File: config.mk
export PLATFORM = sky130hd
export DESIGN_NAME = alu_issue
export DESIGN_NICKNAME = d
export VERILOG_FILES = /design/src/rtl/alu_issue.sv
export SDC_FILE = /design/constraint.sdc
export NUM_CORES = 1
export LEC_CHECK = 0
export ABC_AREA = 1
export ABC_CLOCK_PERIOD_IN_PS = 4100
export CAP_MARGIN = 20
export CORE_MARGIN = 1.5
export CORE_UTILIZATION = 43
export DETAILED_ROUTE_END_ITERATION = 12
export MAX_ROUTING_LAYER = met4
export PLACE_DENSITY_LB_ADDON = 0.05
export SYNTH_ARGS = -nofsm -noshare
export SYNTH_HDL_FRONTEND = slang
export SYNTH_SLANG_ARGS = --single-unit
File: constraint.sdc
create_clock -name clk -period 4.1 [get_ports clk]
set_input_delay 0.41 -clock clk [delete_from_list [all_inputs] [get_ports clk]]
set_output_delay 0.41 -clock clk [all_outputs]
set_load 0.02 [all_outputs]
File: src/rtl/alu_issue.sv
// Issue stage for a MIPS integer ALU: decodes one instruction, drives an external ALU for one cycle,
// then holds the masked result until the consumer accepts it.
module alu_issue (
  input  logic        clk,
  input  logic        rst_n,
  input  logic        in_valid,
  output logic        in_ready,
  input  logic [31:0] instr,
  input  logic [31:0] rs_val,
  input  logic [31:0] rt_val,
  output logic [31:0] alu_a,
  output logic [31:0] alu_b,
  output logic [3:0]  alu_aluc,
  input  logic [31:0] alu_r,
  input  logic        alu_zero,
  input  logic        alu_carry,
  input  logic        alu_negative,
  input  logic        alu_overflow,
  output logic        out_valid,
  input  logic        out_ready,
  output logic [31:0] out_r,
  output logic [3:0]  out_flags,
  output logic        out_illegal
);

  localparam logic [3:0] OpAddu = 4'b0000;
  localparam logic [3:0] OpSubu = 4'b0001;
  localparam logic [3:0] OpAdd  = 4'b0010;
  localparam logic [3:0] OpSub  = 4'b0011;
  localparam logic [3:0] OpAnd  = 4'b0100;
  localparam logic [3:0] OpOr   = 4'b0101;
  localparam logic [3:0] OpXor  = 4'b0110;
  localparam logic [3:0] OpNor  = 4'b0111;
  localparam logic [3:0] OpLui  = 4'b1000;
  localparam logic [3:0] OpSltu = 4'b1010;
  localparam logic [3:0] OpSlt  = 4'b1011;
  localparam logic [3:0] OpSra  = 4'b1100;
  localparam logic [3:0] OpSrl  = 4'b1101;
  localparam logic [3:0] OpSll  = 4'b1110;

  typedef enum logic [1:0] {StIdle, StExec, StDone} state_e;

  state_e      state_q, state_d;
  logic [31:0] alu_a_q, alu_a_d, alu_b_q, alu_b_d;
  logic [3:0]  alu_aluc_q, alu_aluc_d;
  logic [31:0] out_r_q, out_r_d;
  logic [3:0]  out_flags_q, out_flags_d;
  logic        out_illegal_q, out_illegal_d;

  logic        dec_legal;
  logic [3:0]  dec_aluc;
  logic [31:0] dec_a, dec_b;
  logic [31:0] imm_sext, imm_zext, shamt_ext;
  logic        carry_en, ovf_en;

  assign imm_sext  = {{16{instr[15]}}, instr[15:0]};
  assign imm_zext  = {16'b0, instr[15:0]};
  assign shamt_ext = {27'b0, instr[10:6]};

  always_comb begin
    dec_legal = 1'b1;
    dec_aluc  = OpAddu;
    dec_a     = rs_val;
    dec_b     = rt_val;
    if (instr[31:26] == 6'b000000) begin
      case (instr[5:0])
        6'b100000: dec_aluc = OpAdd;
        6'b100001: dec_aluc = OpAddu;
        6'b100010: dec_aluc = OpSub;
        6'b100011: dec_aluc = OpSubu;
        6'b100100: dec_aluc = OpAnd;
        6'b100101: dec_aluc = OpOr;
        6'b100110: dec_aluc = OpXor;
        6'b100111: dec_aluc = OpNor;
        6'b101010: dec_aluc = OpSlt;
        6'b101011: dec_aluc = OpSltu;
        6'b000000: begin dec_aluc = OpSll; dec_a = shamt_ext; end
        6'b000010: begin dec_aluc = OpSrl; dec_a = shamt_ext; end
        6'b000011: begin dec_aluc = OpSra; dec_a = shamt_ext; end
        6'b000100: dec_aluc = OpSll;
        6'b000110: dec_aluc = OpSrl;
        6'b000111: dec_aluc = OpSra;
        default:   dec_legal = 1'b0;
      endcase
    end else begin
      case (instr[31:26])
        6'b001000: begin dec_aluc = OpAdd;  dec_b = imm_sext; end
        6'b001001: begin dec_aluc = OpAddu; dec_b = imm_sext; end
        6'b001010: begin dec_aluc = OpSlt;  dec_b = imm_sext; end
        6'b001011: begin dec_aluc = OpSltu; dec_b = imm_sext; end
        6'b001100: begin dec_aluc = OpAnd;  dec_b = imm_zext; end
        6'b001101: begin dec_aluc = OpOr;   dec_b = imm_zext; end
        6'b001110: begin dec_aluc = OpXor;  dec_b = imm_zext; end
        6'b001111: begin dec_aluc = OpLui;  dec_b = imm_zext; end
        default:   dec_legal = 1'b0;
      endcase
    end
  end

  // Flag masks follow the op held in the ALU register during EXEC.
  always_comb begin
    carry_en = 1'b0;
    ovf_en   = 1'b0;
    case (alu_aluc_q)
      OpAddu, OpSubu, OpSltu, OpSra, OpSrl, OpSll: carry_en = 1'b1;
      OpAdd, OpSub:                                ovf_en   = 1'b1;
      default: ;
    endcase
  end

  always_comb begin
    state_d       = state_q;
    alu_a_d       = alu_a_q;
    alu_b_d       = alu_b_q;
    alu_aluc_d    = alu_aluc_q;
    out_r_d       = out_r_q;
    out_flags_d   = out_flags_q;
    out_illegal_d = out_illegal_q;
    unique case (state_q)
      StIdle: begin
        if (in_valid) begin
          if (dec_legal) begin
            alu_a_d    = dec_a;
            alu_b_d    = dec_b;
            alu_aluc_d = dec_aluc;
            state_d    = StExec;
          end else begin
            out_r_d       = '0;
            out_flags_d   = '0;
            out_illegal_d = 1'b1;
            state_d       = StDone;
          end
        end
      end
      StExec: begin
        out_r_d       = alu_r;
        out_flags_d   = {alu_zero, alu_carry & carry_en, alu_negative, alu_overflow & ovf_en};
        out_illegal_d = 1'b0;
        state_d       = StDone;
      end
      StDone: begin
        if (out_ready) state_d = StIdle;
      end
      default: state_d = StIdle;
    endcase
  end

  always_ff @(posedge clk) begin
    if (!rst_n) begin
      state_q       <= StIdle;
      alu_a_q       <= '0;
      alu_b_q       <= '0;
      alu_aluc_q    <= '0;
      out_r_q       <= '0;
      out_flags_q   <= '0;
      out_illegal_q <= 1'b0;
    end else begin
      state_q       <= state_d;
      alu_a_q       <= alu_a_d;
      alu_b_q       <= alu_b_d;
      alu_aluc_q    <= alu_aluc_d;
      out_r_q       <= out_r_d;
      out_flags_q   <= out_flags_d;
      out_illegal_q <= out_illegal_d;
    end
  end

  assign in_ready    = (state_q == StIdle);
  assign out_valid   = (state_q == StDone);
  assign alu_a       = alu_a_q;
  assign alu_b       = alu_b_q;
  assign alu_aluc    = alu_aluc_q;
  assign out_r       = out_r_q;
  assign out_flags   = out_flags_q;
  assign out_illegal = out_illegal_q;

endmodule

==> metrics.md, run 1 <==
| Metric | Value |
|---|---|
| Clk buf depth | `2` |
| Final #Nets | `990` |
| Fin util | `68.9%` |
| Footprint of the multi-input gates | `2230 sq um` |
| Layout cells sized above 1 | `5.36%` |
| Hold Path Depth | `2` |
| Core ar. | `10500 sq um` |
| Slowest cell on crit path | `nand2_4` |
| Initial antenna violation count | `0` |
| HP Class | `flop to flop` |
| Routed Antenna Nets | `0` |
| WL met3 | `1170 um` |
| Largest cells by area after synthesis | `dfxtp_1 46%, nand2_1 17%, nand3_1 11%, a21oi_1 8.2%, nand3_2 2.8%` |
| Starting density of the core | `44.9%` |
| Clk root buf | `clkbuf_8` |
| # IOs | `243` |
| Worst flop-to-flop path startpoint | `state_q[1]` |
| Slew Viols, Final | `0` |
| Cells after Synth | `654` |
| Endpoints failing setup | `0` |
| Worst-Skew Late Latency | `0.37 ns` |
| Top achievable clock speed | `0.396 GHz` |
| Area Overhead vs Synth | `53.5%` |
| FF/Latch Area | `2140 sq um` |
| Maximum VDD drop | `0.000151 V` |
| Library cells used by synthesis | `27` |
| Met2 routed WL | `6990 um` |
| Drt wl/cell | `14.5 um` |
| Cell Chain, Critical Path | `clkdlybuf4s50_1, inv_2, nor2_2, nand3_1, nand3_2, nand2_2, nand2_4, nand2_4, nand3_1, o21ai_0` |
| Mapped Nets | `790` |
| Ys Warns | `0` |
| WL final | `14400 um` |
| Worst-case clock skew | `0.00769 ns` |
| GP Congestion | `0.896` |
| Worst setup startpoint | `instr[3]` |
| Cell Area, Synth | `4690 sq um` |
| CP top delay family | `simple AND/OR/NAND/NOR gates` |
| Congestion Overflow GR | `0` |
| Hold Crit Start | `alu_a[3]` |
| DP Wirelength | `9990 um` |
| Syn avg cell area | `7.18 sq um` |
| Relative slew margins | `25.8%` |
| Status | `complete, no violations` |
| Antenna cells | `0` |
| Critical path peak fanout | `69` |
| IO Port Bufs | `232` |
| Fin crit share | `61.7%` |
| Post-cts gate resize count | `0` |
| # rows | `37` |
| Pwr dens | `294 nW/um^2` |
| Met1 WL | `5940 um` |
| # clock sinks | `107` |
| Hold_buf cts | `0` |
| DRT iter0 DRCs | `338` |
| Tot Pwr | `2120 uW` |
| Fin crit period | `2.53 ns` |
| Worst Path Buf+Inv | `2` |
| Cell with the most instances after synthesis | `nand2_1` |
| RSZ-0062 raised after global routing | `no` |
| Fillcell total | `926` |
| Die width | `107 um` |
| Die span in y | `107 um` |
| DR pass1 iterations | `4` |
| Vias in the first global route | `4782` |
| Vias per cell | `5.07` |
| Synth top cells by count | `212 x nand2_1, 107 x dfxtp_1, 100 x nand3_1, 77 x a21oi_1, 23 x buf_2` |
| EDFF count, synth | `0` |
| Startpoint types | `input pin` |
| Post-synth top area share | `45.6%` |
| Max-cap violation count | `0` |
| First-pass GRT wire length | `22700 um` |
| CP Class | `input pin to flop` |
| Depth of the worst register-to-register path | `5` |
| Final hold vios | `0` |
| Area of the die | `11600 sq um` |
| Setup Buffers After CTS | `0` |
| Clock-pin slew on the worst setup and hold paths | `0.10 ns` |
| Number of synthesized register bits | `107` |
| CTS tree | `done` |
| Post-synth top flop | `dfxtp_1` |
| Yosys top cell by area | `dfxtp_1` |
| Via count | `5044` |
| DRC viols | `0` |
| Total negative slack | `0 ns` |
| WP data arrival | `2.78 ns` |
| Async set-reset flop share out of synthesis | `0%` |
| Stages on the worst setup path | `10` |
| H-tree depth | `3` |
| Maximum number of pins on one net before global-route repair | `70` |
| Sequential fraction of the synthesis area | `45.6%` |
| Gr usage total | `25.4%` |
| Top Layer Used | `met4` |
| Required @ worst endpoint | `4.35 ns` |
| Slew @ Worst Pin | `1.11 ns` |
| Setup crit end kind | `flop` |
| Lkg Pwr | `0.00277 uW` |
| Number of CTS-inserted buffers | `9` |
| Worst path max stage delay | `0.56 ns` |
[worst min-delay path: stages, from the launching register on]
cell	delay, ns
dfxtp_1	0.32
nand2_1	0.06
a21oi_1	0.05
[placed cells by master, fill, tap and decap left out]
cell type / synthesis / routed
inv_1: 19 / 18
nand4_1: 2 / 2
nor2_4: 1 / 1
nor2_1: 21 / 21
buf_4: 0 / 6
xor2_1: 1 / 1
o2111ai_1: 2 / 2
a22oi_1: 1 / 1
a21oi_1: 77 / 77
nand3_1: 100 / 100
nand2_1: 212 / 212
nand2_4: 2 / 2
o211ai_1: 2 / 2
bufinv_16: 0 / 2
clkbuf_8: 0 / 9
dfxtp_1: 107 / 107
clkinv_1: 1 / 1
o21ai_0: 15 / 15
clkbuf_1: 16 / 2
nor2_2: 3 / 3
clkinvlp_4: 0 / 2
o21ai_1: 19 / 19
inv_8: 0 / 1
nand3_2: 13 / 13
clkdlybuf4s50_1: 0 / 232
nand3_4: 1 / 1
nor3_1: 1 / 1
nand2_2: 2 / 2
inv_2: 2 / 3
nor3_4: 0 / 1
[through the flow]
stage                     worst slack [ns]  area (sq um)  hold WS, ns  instances
after global placement                1.27          6990        0.447        979
after CTS                             1.58          7210        0.468        995
after global routing                  1.38          7210        0.485        995
after floorplan                       2.54          4690        0.536        654
final                                 1.57          7210        0.465        995
after detailed placement              1.20          6990        0.453        979
[per-layer routing]
metal | track usage, % | vias up
li1 | - | 2551
met1 | 30.0 | 2280
met2 | 41.1 | 189
met3 | 7.69 | 24
met4 | 9.12 | 0
met5 | - | -
[area by class of cell]
type                    instances  share of cell area (%)
repair buffers                238                    32.9
well taps                     136                    2.36
flip-flops and latches        107                    29.7
multi-input cells             476                    30.9
inverters                      22                    1.15
clock buffers                  11                    1.82
clock inverters                 5                    1.20
[flip-flops by register name, summed over array words and instances, names as in the netlist]
name	cells
out_flags	4
alu_aluc	4
alu_a	32
state_q	2
out_r	32
alu_b	32
out_illegal	1
[path summary, 6_finish.rpt]
path             endpoint  slack [ns]
min reg2reg      alu_a[3]        0.47
max reg2reg  out_flags[2]        2.14
max              alu_a[8]        1.57
min              alu_a[3]        0.47
[kinds of logic (layout without fill, tap and decap cells)]
family / count (synthesis) / count (layout) / synth area share (%)
buf+inv: 71 / 276 / 7.09
flops: 107 / 107 / 45.6
xor+xnor: 1 / 1 / 0.187
compound gates: 116 / 116 / 12.7
simple gates: 359 / 359 / 34.4
[report_power, final]
| part | internal (uW) | total [uW] | switching (uW) |
|---|---|---|---|
| clock | 349 | 717 | 368 |
| combinational | 173 | 331 | 158 |
| sequential | 1060 | 1070 | 10.7 |
(Power assumes the default switching activity.)
==> run 2, diff against run 1 <==
--- a/config.mk
+++ b/config.mk
@@ -6,10 +6,10 @@
 export NUM_CORES = 1
 export LEC_CHECK = 0
 export ABC_AREA = 1
-export ABC_CLOCK_PERIOD_IN_PS = 4100
+export ABC_CLOCK_PERIOD_IN_PS = 2350
 export CAP_MARGIN = 20
 export CORE_MARGIN = 1.5
-export CORE_UTILIZATION = 43
+export CORE_UTILIZATION = 40
 export DETAILED_ROUTE_END_ITERATION = 12
 export MAX_ROUTING_LAYER = met4
 export PLACE_DENSITY_LB_ADDON = 0.05
==> constraint.sdc (replaced) <==
create_clock -name clk -period 2.35 [get_ports clk]
set_input_delay 0.235 -clock clk [delete_from_list [all_inputs] [get_ports clk]]
set_output_delay 0.235 -clock clk [all_outputs]
set_load 0.02 [all_outputs]
==> run 2 against run 1 <==
Sequential cell count did not move; hold slack worse by 0.024 ns; clock-buffer cell count fell by 2; first-iteration DRC count shrank 24%; final cell count rose by 1.7%; critical path depth fell by 7; clock power increased by 100%; clock skew fell by 0.0027 ns; power increased by 85%; worst setup slack worse by 1.1 ns; utilization shrank 4.2 points; register-to-register slack lost 1.4 ns; highest routed layer unchanged.
==> metrics.md, run 2 (synthesis gave the netlist of run 1 again) <==
| Metric | Value |
|---|---|
| Status | `complete, no violations` |
| Setup Buffers After CTS | `0` |
| Fin crit period | `1.83 ns` |
| Post-route non-filler standard cell count | `1012` |
| H-tree depth | `3` |
| Pwr dens | `531 nW/um^2` |
| Initial antenna violation count | `0` |
| Maximum number of pins on one net before global-route repair | `70` |
| Clock-pin slew on the worst setup and hold paths | `0.07 ns` |
| Gr usage total | `23.9%` |
| Max-cap violation count | `0` |
| Slew Viols, Final | `0` |
| Endpoints failing setup | `0` |
| Routed Antenna Nets | `0` |
| Worst path max stage delay | `0.63 ns` |
| Vias in the first global route | `4986` |
| DR pass1 iterations | `4` |
| Fin crit share | `77.9%` |
| Hold_buf cts | `0` |
| Starting density of the core | `41.1%` |
| RSZ-0062 raised after global routing | `no` |
| DP Wirelength | `10400 um` |
| Flop2flop setup slack | `0.74 ns` |
| Depth of the worst register-to-register path | `6` |
| CP top delay family | `buffers and inverters` |
| Worst flop-to-flop path startpoint | `state_q[1]` |
| Area Overhead vs Synth | `57.2%` |
| Cell Chain, Critical Path | `inv_1, nor2_1, clkdlybuf4s50_1` |
| Area of the die | `12400 sq um` |
| # rows | `39` |
| CP Class | `flop to primary output` |
| HP Class | `input pin to flop` |
| FF-to-FF End | `out_r[17]` |
| Via count | `5201` |
| Congestion Overflow GR | `0` |
| Layout cells sized above 1 | `6.67%` |
| Slew @ Worst Pin | `0.509 ns` |
| First-pass GRT wire length | `23500 um` |
| # IOs | `243` |
| IO Port Bufs | `232` |
| Worst-Skew Late Latency | `0.35 ns` |
| Hold WS | `0.441 ns` |
| Fillcell total | `1041` |
| Die width | `111 um` |
| Critical path peak fanout | `4` |
| Top achievable clock speed | `0.547 GHz` |
| Most frequent cells in the layout | `232 x clkdlybuf4s50_1, 212 x nand2_1, 107 x dfxtp_1, 100 x nand3_1, 77 x a21oi_1` |
| Placed cells | `996` |
| Clk buf depth | `2` |
| Hold Path Depth | `3` |
| # clock sinks | `107` |
| Post-cts gate resize count | `0` |
| Relative slew margins | `66.0%` |
| Number of CTS-inserted buffers | `9` |
| DRC viols | `0` |
| Die span in y | `111 um` |
| Startpoint types | `flop` |
| Worst Path Buf+Inv | `2` |
| Core ar. | `11400 sq um` |
| Vias per cell | `5.14` |
| GP Congestion | `0.881` |
| Slowest cell on crit path | `clkdlybuf4s50_1` |
| Lkg Pwr | `0.00286 uW` |
| Antenna cells | `0` |
| CTS tree | `done` |
| Hold Crit Start | `alu_r[16]` |
| WP data arrival | `1.59 ns` |
| Required @ worst endpoint | `2.12 ns` |
| Most common cell after layout, fill and taps aside | `clkdlybuf4s50_1` |
| Hold path endpoint | `out_r[16]` |
| Final #Nets | `1000` |
| DRT iter0 DRCs | `258` |
| Setup crit end kind | `primary output` |
| Drt wl/cell | `14.4 um` |
| Worst-case clock skew | `0.00502 ns` |
| Total negative slack | `0 ns` |
| Final hold vios | `0` |
| Maximum VDD drop | `0.000370 V` |
| WL final | `14600 um` |
| Clk root buf | `clkbuf_16` |
==> run 2: per-layer routing <==
layer	vias up	part of all wire [%]	track usage, %
li1	2572	-	-
met1	2402	42	27.0
met2	193	48	40.2
met3	34	6.3	5.39
met4	0	3.3	11.5
met5	-	0	-
==> run 2: power by group <==
part | switching, uW | internal [uW]
Sequential | 18.6 | 1840
Combinational | 280 | 315
Clock | 722 | 738
==> run 2: metrics by stage <==
step                setup slack (ns)  area (sq um)  utilization (%)  total power (uW)
floorplan                      0.967          4690                -              2160
global placement               0.292          7100             62.2              2490
detailed placement             0.241          7100             62.2              2500
CTS                            0.497          7380             64.7              3960
global route                   0.414          7380             64.7              4080
finish                         0.520          7380             64.7              3920
==> run 2: worst min-delay path, stage by stage <==
cell and delay (ns):
clkdlybuf4s50_1 0.39, nand2_1 0.06, a21oi_1 0.05
==> run 2: layout make-up <==
type,count,area (sq um),area share [%]
clock buffer,9,225,3.05
clock inverter,7,60.1,0.814
inverter,22,82.6,1.12
multi-input combinational,476,2230,30.2
sequential,107,2140,29.0
tap,143,179,2.42
timing repair buffer,248,2470,33.4
==> run 2: worst max-delay path by stage <==
| stage | start | end | slack (ns) | depth (start not counted) |
|---|---|---|---|---|
| after global placement | instr[1] | alu_aluc[0] | 0.29 | 12 |
| final | state_q[1] | out_valid | 0.52 | 3 |
| after CTS | state_q[1] | out_valid | 0.50 | 3 |
| after global routing | instr[31] | alu_b[18] | 0.41 | 8 |
| after floorplan | instr[31] | alu_a[2] | 0.97 | 10 |
| after detailed placement | instr[1] | alu_a[19] | 0.24 | 9 |
